[config.mk]
export PLATFORM = sky130hd
export DESIGN_NAME = sevenseg_sequence_decoder
export DESIGN_NICKNAME = d
export VERILOG_FILES = /design/src/rtl/sevenseg_sequence_decoder.sv
export SDC_FILE = /design/constraint.sdc
export NUM_CORES = 1
export LEC_CHECK = 0
export ABC_AREA = 0
export CAP_MARGIN = 20
export CORE_MARGIN = 5
export CORE_UTILIZATION = 46
export CTS_BUF_LIST = sky130_fd_sc_hd__clkbuf_2 sky130_fd_sc_hd__clkbuf_4 sky130_fd_sc_hd__clkbuf_8
export DETAILED_ROUTE_END_ITERATION = 7
export MAX_ROUTING_LAYER = met4
export PLACE_DENSITY = 0.76
export SYNTH_ARGS = -nofsm -noshare
export SYNTH_HDL_FRONTEND = slang
export SYNTH_SLANG_ARGS = --single-unit
[constraint.sdc]
create_clock -name clk -period 3.9 [get_ports clk]
set_clock_uncertainty 0.1 [all_clocks]
set_input_delay 0.78 -clock clk [delete_from_list [all_inputs] [get_ports clk]]
set_output_delay 0.78 -clock clk [all_outputs]
set_load 0.005 [all_outputs]
[src/rtl/sevenseg_sequence_decoder.sv]
// Rebuilds decimal numbers from digit glyphs shown in sequence on a 7-segment bus.
// Optional SEG_SYNC_EN macro inserts a 2-flop synchroniser on seg_in.
module sevenseg_sequence_decoder #(
    parameter int HOLD_CYCLES = 4,
    parameter int GAP_CYCLES  = 16,
    parameter int MAX_DIGITS  = 3
) (
    input  logic       clk,
    input  logic       rst_n,
    input  logic [6:0] seg_in,
    output logic [7:0] value_out,
    output logic       value_valid,
    output logic [1:0] digit_count,
    output logic       err_pulse
);

    localparam int SW = $clog2(HOLD_CYCLES + 1);
    localparam int GW = $clog2(GAP_CYCLES + 1);

    typedef enum logic [2:0] {IDLE, CAND, HELD, GAP, ERR} state_t;

    state_t        state, state_n;
    logic [6:0]    seg, prev_seg;
    logic [SW-1:0] stable_cnt, stable_now;
    logic [GW-1:0] gap_cnt, gap_n;
    logic [9:0]    acc, acc_n;
    logic [1:0]    cnt_n;
    logic          load, err_n;
    logic          same, blank, glyph_ok, gap_done;
    logic [4:0]    dec;
    logic [11:0]   prod;

    // Returns {valid, digit}; any pattern outside the ten digit glyphs is invalid.
    function automatic logic [4:0] decode(input logic [6:0] g);
        case (g)
            7'h3F: return 5'h10;
            7'h06: return 5'h11;
            7'h5B: return 5'h12;
            7'h4F: return 5'h13;
            7'h66: return 5'h14;
            7'h6D: return 5'h15;
            7'h7D: return 5'h16;
            7'h07: return 5'h17;
            7'h7F: return 5'h18;
            7'h6F: return 5'h19;
            default: return 5'h00;
        endcase
    endfunction

    function automatic logic [SW-1:0] sat_inc(input logic [SW-1:0] c);
        if (c >= SW'(HOLD_CYCLES)) return SW'(HOLD_CYCLES);
        else return c + 1'b1;
    endfunction

`ifdef SEG_SYNC_EN
    logic [6:0] sync_p0, sync_p1;
    always_ff @(posedge clk or negedge rst_n) begin
        if (!rst_n) begin
            sync_p0 <= '0;
            sync_p1 <= '0;
        end else begin
            sync_p0 <= seg_in;
            sync_p1 <= sync_p0;
        end
    end
    assign seg = sync_p1;
`else
    assign seg = seg_in;
`endif

    assign same       = (seg == prev_seg);
    assign blank      = (seg == 7'h00);
    assign stable_now = same ? sat_inc(stable_cnt) : SW'(1);
    assign dec        = decode(seg);
    assign glyph_ok   = dec[4];
    assign prod       = 12'(acc) * 12'd10 + 12'(dec[3:0]);
    // True when the current blank sample is the GAP_CYCLES-th in a row.
    assign gap_done   = (gap_cnt == GW'(GAP_CYCLES - 1));

    always_comb begin
        state_n = state;
        acc_n   = acc;
        cnt_n   = digit_count;
        gap_n   = gap_cnt;
        load    = 1'b0;
        err_n   = 1'b0;
        case (state)
            IDLE: if (!blank && !same) state_n = CAND;
            CAND: begin
                if (blank) begin
                    gap_n   = GW'(1);
                    state_n = (digit_count != 2'd0) ? GAP : IDLE;
                end else if (same && stable_now == SW'(HOLD_CYCLES)) begin
                    if (!glyph_ok || int'(digit_count) >= MAX_DIGITS || prod > 12'd255) begin
                        state_n = ERR;
                        acc_n   = '0;
                        cnt_n   = '0;
                        gap_n   = '0;
                        err_n   = 1'b1;
                    end else begin
                        state_n = HELD;
                        acc_n   = prod[9:0];
                        cnt_n   = digit_count + 1'b1;
                    end
                end
            end
            HELD: begin
                if (blank) begin
                    state_n = GAP;
                    gap_n   = GW'(1);
                end else if (!same) begin
                    state_n = CAND;
                end
            end
            GAP: begin
                if (!blank) begin
                    state_n = CAND;
                    gap_n   = '0;
                end else if (gap_done) begin
                    load    = (digit_count != 2'd0);
                    acc_n   = '0;
                    cnt_n   = '0;
                    gap_n   = '0;
                    state_n = IDLE;
                end else begin
                    gap_n = gap_cnt + 1'b1;
                end
            end
            ERR: begin
                if (!blank) begin
                    gap_n = '0;
                end else if (gap_done) begin
                    gap_n   = '0;
                    state_n = IDLE;
                end else begin
                    gap_n = gap_cnt + 1'b1;
                end
            end
            default: state_n = IDLE;
        endcase
    end

    always_ff @(posedge clk or negedge rst_n) begin
        if (!rst_n) begin
            state       <= IDLE;
            prev_seg    <= '0;
            stable_cnt  <= '0;
            gap_cnt     <= '0;
            acc         <= '0;
            digit_count <= '0;
            value_out   <= '0;
            value_valid <= 1'b0;
            err_pulse   <= 1'b0;
        end else begin
            state       <= state_n;
            prev_seg    <= seg;
            stable_cnt  <= stable_now;
            gap_cnt     <= gap_n;
            acc         <= acc_n;
            digit_count <= cnt_n;
            value_valid <= load;
            err_pulse   <= err_n;
            if (load) value_out <= acc[7:0];
        end
    end

endmodule

# Yosys cells after proc, flatten, opt, wreduce, memory -nomap -nowiden
# Index checks and enable logic that the tools add are counted.
[word_totals]
reg_bits = 40
wordCells = 100
input_bits = 9
[op_classes]
muxes = 40
n_lt_le_gt_ge = 3
n_reduce_logical = 16
eq_ne = 27
addsub = 4
n_mul = 1
[op_table]
columns = ["operator", "n"]
rows = [
  ["$mux W10", 5],
  ["$pmux W5 S10", 1],
  ["$eq A7 B7 Y1 const B", 7],
  ["$mux W3", 11],
  ["$mux W5", 6],
  ["$pmux W10 S2", 1],
  ["$pmux W3 S5", 1],
  ["$pmux W5 S3", 1],
  ["$eq A7 B3 Y1 const B", 2],
  ["$ne A2 B2 Y1 const B", 7],
  ["$add A12 B4 Y12", 1],
  ["$gt A12 B8 Y1 const B", 1],
  ["$mux W2", 6],
  ["$mul A10 B3 Y11 const B", 1],
  ["$ne A3 B3 Y1 const B", 3],
  ["$reduce_and A4 Y1", 2],
  ["$eq A7 B6 Y1 const B", 1],
  ["$eq A7 B7 Y1", 1],
  ["$logic_not A7 Y1", 1],
  ["$mux W1", 7],
  ["$eq A3 B2 Y1 const B", 2],
  ["$eq A3 B3 Y1 const B", 2],
  ["$add A5 B1 Y5 const B", 1],
  ["$eq A5 B4 Y1 const B", 1],
  ["14 further kinds", 19],
]

# Logic depth before layout (Yosys ltp)
[logic_depth]
depth_word = 9
depth_mapped = 14
mapped_depth_nobuf = 13

# Least setup slack after synthesis
# OpenSTA, ideal clock, no wires.
[synth_timing]
path_type = "input to register"
start = "input seg_in[5]"
end = "register acc[4]"
arrival_time_ps = 3423
setup_time_ps = 74
slack_ps = 303
path_stages = 12
cell_sequence = "buf_2 nor4_2 and4_1 a41o_1 ha_1 a21o_1 a21oi_1 nor4_1 or4_4 a2bb2oi_4 a211o_4 o21ai_2"
[synth_via]
elab_chain_cells = 9
elab_cells_between_ends = 29
cone_classes = "1 x add/sub; 1 x order compare; 15 x eq/ne; 6 x mux; 6 x reduce/logical"
[synth_lines]
columns = ["item", "line", "source"]
rows = [
  ["from (decl)", "10", "input logic [6:0] seg_in,"],
  ["$eq A7 B7 Y1 (tied with other cells)", "35", "case (g)"],
  ["$pmux W5 S10", "35", ""],
  ["$add A12 B4 Y12 or $logic_not A1 Y1 (tied branches)", "76, 94", ""],
  ["$gt A12 B8 Y1 or $logic_or A1 B1 Y1 (tied branches)", "94", "if (!glyph_ok || int'(digit_count) >= MAX_DIGITS || prod > 12'd255) begin"],
  ["$logic_or A1 B1 Y1", "94", ""],
  ["$mux W10", "94", ""],
  ["$mux W10", "93", "end else if (same && stable_now == SW'(HOLD_CYCLES)) begin"],
  ["$mux W10", "90", "if (blank) begin"],
  ["$pmux W10 S2", "87", "case (state)"],
  ["to (signal assigned)", "159", "acc <= acc_n;"],
  ["to (decl)", "26", "logic [9:0] acc, acc_n;"],
]
# Parallel ways exist; a longest one is shown, timed or not. The select of a mux whose other input is x is not followed.
# A chain may end at the register's enable or synchronous reset.

# Worst setup path after layout
[layout_timing]
start = "input seg_in[1]"
end = "register gap_cnt[0]"
[layout_via]
elab_chain_cells = 7
elab_cells_between_ends = 28
cone_classes = "1 x add/sub; 1 x order compare; 15 x eq/ne; 5 x mux; 6 x reduce/logical"
[layout_lines]
columns = ["item", "line", "source"]
rows = [
  ["$eq A7 B7 Y1 (tied with other cells)", "35", ""],
  ["$pmux W5 S10", "35", ""],
  ["$add A12 B4 Y12 or $logic_not A1 Y1 (tied branches)", "76, 94", ""],
  ["$gt A12 B8 Y1 or $logic_or A1 B1 Y1 (tied branches)", "94", ""],
  ["$logic_or A1 B1 Y1", "94", ""],
  ["$ne A3 B3 Y1 (no source line)", "-", ""],
  ["$reduce_and A4 Y1 (no source line)", "-", ""],
  ["to (signal assigned)", "158", "gap_cnt <= gap_n;"],
  ["to (decl)", "25", "logic [GW-1:0] gap_cnt, gap_n;"],
]
# Parallel ways exist; a longest one is shown, timed or not.

==> results.md <==
- HP Class: register to register
- CP Capture Type: register
- Synthesized area: ~2900 um^2
- WS Path Type: input port to register
- Largest net degree at the start of global routing: 41
- GR peak layer: met2
- Worst vdd ir: ~190 uV
- Endpoints failing hold: 0
- Worst-case reg-to-reg path depth: 10
- Max FO, Critical Path: 6
- CTS Hold Bufs: 0
- Gate count of the mapped netlist: between 300 and 400
- DRT Wirelength: 6680 um
- Power consumption: roughly 0.98 mW
- Layout Area Growth over Synthesis: 18.4%
- R2r startpoint: acc[1]
- Final Max Slew Viols: 0
- TritonCTS Sinks: 40
- Synth cell count leaders: dfrtp_1, nand2_1, ha_1
- Sequential share of the synthesized area: around a third
- Input/output buffers: 20
- Maxcap violations: 0
- R2r setup slk: roughly 0.33 ns
- IO Pins: 21
- Avg Synthesized Cell Area: ~9.6 um^2
- Endpoints failing setup: 0
- Netlist cell types: 64
- Fillcell total: 559
- Worst setup endpoint: gap_cnt[0]
- Final instance area: approximately 3400 um^2
- Routed via count: between 2000 and 2500
- First-pass GRT wire length: approximately 11000 um
- Post-synth EDFFs: 0
- Core ar.: 6240 um^2
- RR Endpoint: gap_cnt[4]
- Dpl cells: slightly above 400
- Cts bufs inserted: 5
- Die height: approximately 90 um
- P per Cell Area: 283 nW/um^2
- Area of the multi-input gates: between 1500 and 2000 um^2
- H-tree depth: 2
- Iter 0 DRT Violations: roughly 150
- Critical path data arrival time: roughly 3.8 ns
- Status: finished clean
- Final worst-path cycle share: around 96%
- Actual slew at the worst max-slew pin: a little under 0.9 ns
- Root Buffer: clkbuf_8
- Met1 Resource Use GR: a little under a quarter
- DRT Pass-1 Iters: 5
- Clk Latency, worst-skew pair: 0.29 ns
- Highest clock rate: roughly 0.27 GHz
- Vias in the first global route: roughly 2400
- Pleak: about 1.6 nW
- Wirelength per Cell: approximately 16 um
- CTS tree: done
- Synth async-reset ratio: 100%
- GR Util met3: under 10%
- NumNets Final: approximately 380
- Ys flop type: dfrtp_1
- Grt ovf: 0
- DRC: 0
- Vias per cell: between 5 and 6
- DP HPWL: about 5000 um
- Met2 GRT Util: 30.1%
- Synth top area share: between 30 and 40%
- GPL Wtd Cong: between 0.9 and 1
- Setup_tns: 0 ns
- Num rows: 29
- Hold WS: 0.398 ns
- Synth area leaders: dfrtp_1, ha_1, nand2_1, xor2_1, mux2_2
- Clk buf depth: 2
- Fraction of layout cells with a size suffix above 1: 20.2%
- Critical path launch point type: input port
- Rel. slew slack: between 40% and 50%
- WP data required: approximately 4 ns
- Initial Util: a little under half
- Die X: slightly below 90 um
- Post-synth top area cell: dfrtp_1
- CP Launch Point: seg_in[1]
- Total GRT Usage: a little under a fifth
- Die ar.: about 8000 um^2
- Diode count: 0
- Register Area: roughly 1000 um^2
- Post-layout min period: about 3.8 ns
- Yosys warns: 0
- Antenna violations before repair: 0
- Final non-filler cell total: ~420
- Reg clk slew, reported paths: 0.08 ns
- Post-DRT Antenna Nets: 0
- Cell Area, Placed: 3320 um^2
- Most common cell in the netlist: dfrtp_1
- Net count after synthesis: 337
- #FFs+latches synth: 40
worst max-delay path: stages:
cell and delay, ns:
clkdlybuf4s50_1 0.58, inv_1 0.10, o32a_1 0.35, o21bai_1 0.13, ha_1 0.20, fa_1 0.20, a21o_1 0.17, and3b_1 0.20
nand3_1 0.10, and4bb_2 0.35, o21bai_4 0.08, and2_2 0.23, o311ai_0 0.35
sequential cells by signal (all words and copies together), names as in the netlist:
signal	cells
value_out	8
err_pulse	1
value_valid	1
prev_seg	7
digit_count	2
gap_cnt	5
stable_cnt	3
acc	10
state	3
area by class of cell:
cell class | instances | share of cell area (%)
multi-input combinational | 238 | 53.5
clock buffer | 6 | 2.22
tap | 77 | 2.80
timing repair buffer | 44 | 11.0
inverter | 12 | 1.31
clock inverter | 1 | 0.145
sequential | 40 | 29.1
cells in the final DEF (no fill, tap or decap), types with 2 or more instances in the layout:
| cell type | n |
|---|---|
| dfrtp_1 | 40 |
| nand2_1 | 34 |
| buf_4 | 24 |
| ha_1 | 23 |
| nor2_1 | 18 |
| clkdlybuf4s50_1 | 18 |
| inv_1 | 12 |
| xor2_1 | 11 |
| a21oi_1 | 11 |
| o21ai_2 | 10 |
| nor3_1 | 9 |
| xnor2_1 | 9 |
| nand3_1 | 8 |
| mux2_2 | 8 |
| o21ai_0 | 6 |
| clkbuf_8 | 5 |
| a21o_1 | 4 |
| and2_1 | 4 |
| o31ai_1 | 4 |
| nand2b_1 | 4 |
| a31oi_1 | 4 |
| o211ai_1 | 3 |
| nor3b_1 | 3 |
| and3_1 | 3 |
| a221oi_1 | 3 |
| nor2b_1 | 3 |
| nand3b_1 | 3 |
| o41ai_2 | 3 |
| nor4_1 | 3 |
| nor4_2 | 2 |
| o22ai_1 | 2 |
| and3b_1 | 2 |
| and4bb_2 | 2 |
| a22oi_1 | 2 |
| o211a_1 | 2 |
| or3_1 | 2 |
| o311ai_0 | 2 |
| fa_1 | 2 |
power breakdown:
part	internal, mW	leakage [nW]	switching [mW]
registers	0.436	0.532	0.0509
logic	0.0932	1.02	0.125
clock network	0.129	0.0445	0.142
kinds of logic after synthesis:
kind of cell,Yosys count,synth area share [%]
and+or+nand+nor,109,20.7
AOI/OAI and AO/OA,75,20.7
DFF,40,34.4
buffers and inverters,25,3.44
adders and majority gates,25,11.3
xor gates and xnor gates,20,6.02
muxes,9,3.44
what timing repair did:
| item | CTS | global route |
|---|---|---|
| setup endpoints to repair | 0 | 6 |
| resized for setup | 0 | 7 |
| buffers inserted | 0 | 1 |
| hold endpoints to repair | 0 | 0 |
worst min path at each step:
stage	slack, ns	to	cells after the start	start
floorplan	0.36	acc[9]	1	acc[9]
detailed placement	0.38	acc[9]	1	acc[9]
CTS	0.40	acc[9]	1	acc[9]
global placement	0.37	acc[9]	1	acc[9]
finish	0.40	acc[9]	1	acc[9]
global route	0.42	value_out[3]	1	value_out[3]
metal layers:
metal,vias up,wire length [um]
met1,1179,2980
met5,-,0
li1,1186,-
met2,58,3380
met4,0,78
met3,8,236
through the flow:
stage               setup slack, ns  util (%)
detailed placement           -0.258      53.2
global placement             -0.172      53.2
floorplan                     0.303         -
global route                -0.0339      55.2
CTS                          0.0586      54.5
finish                        0.147      55.2
Power figures use the tool's default switching activity.
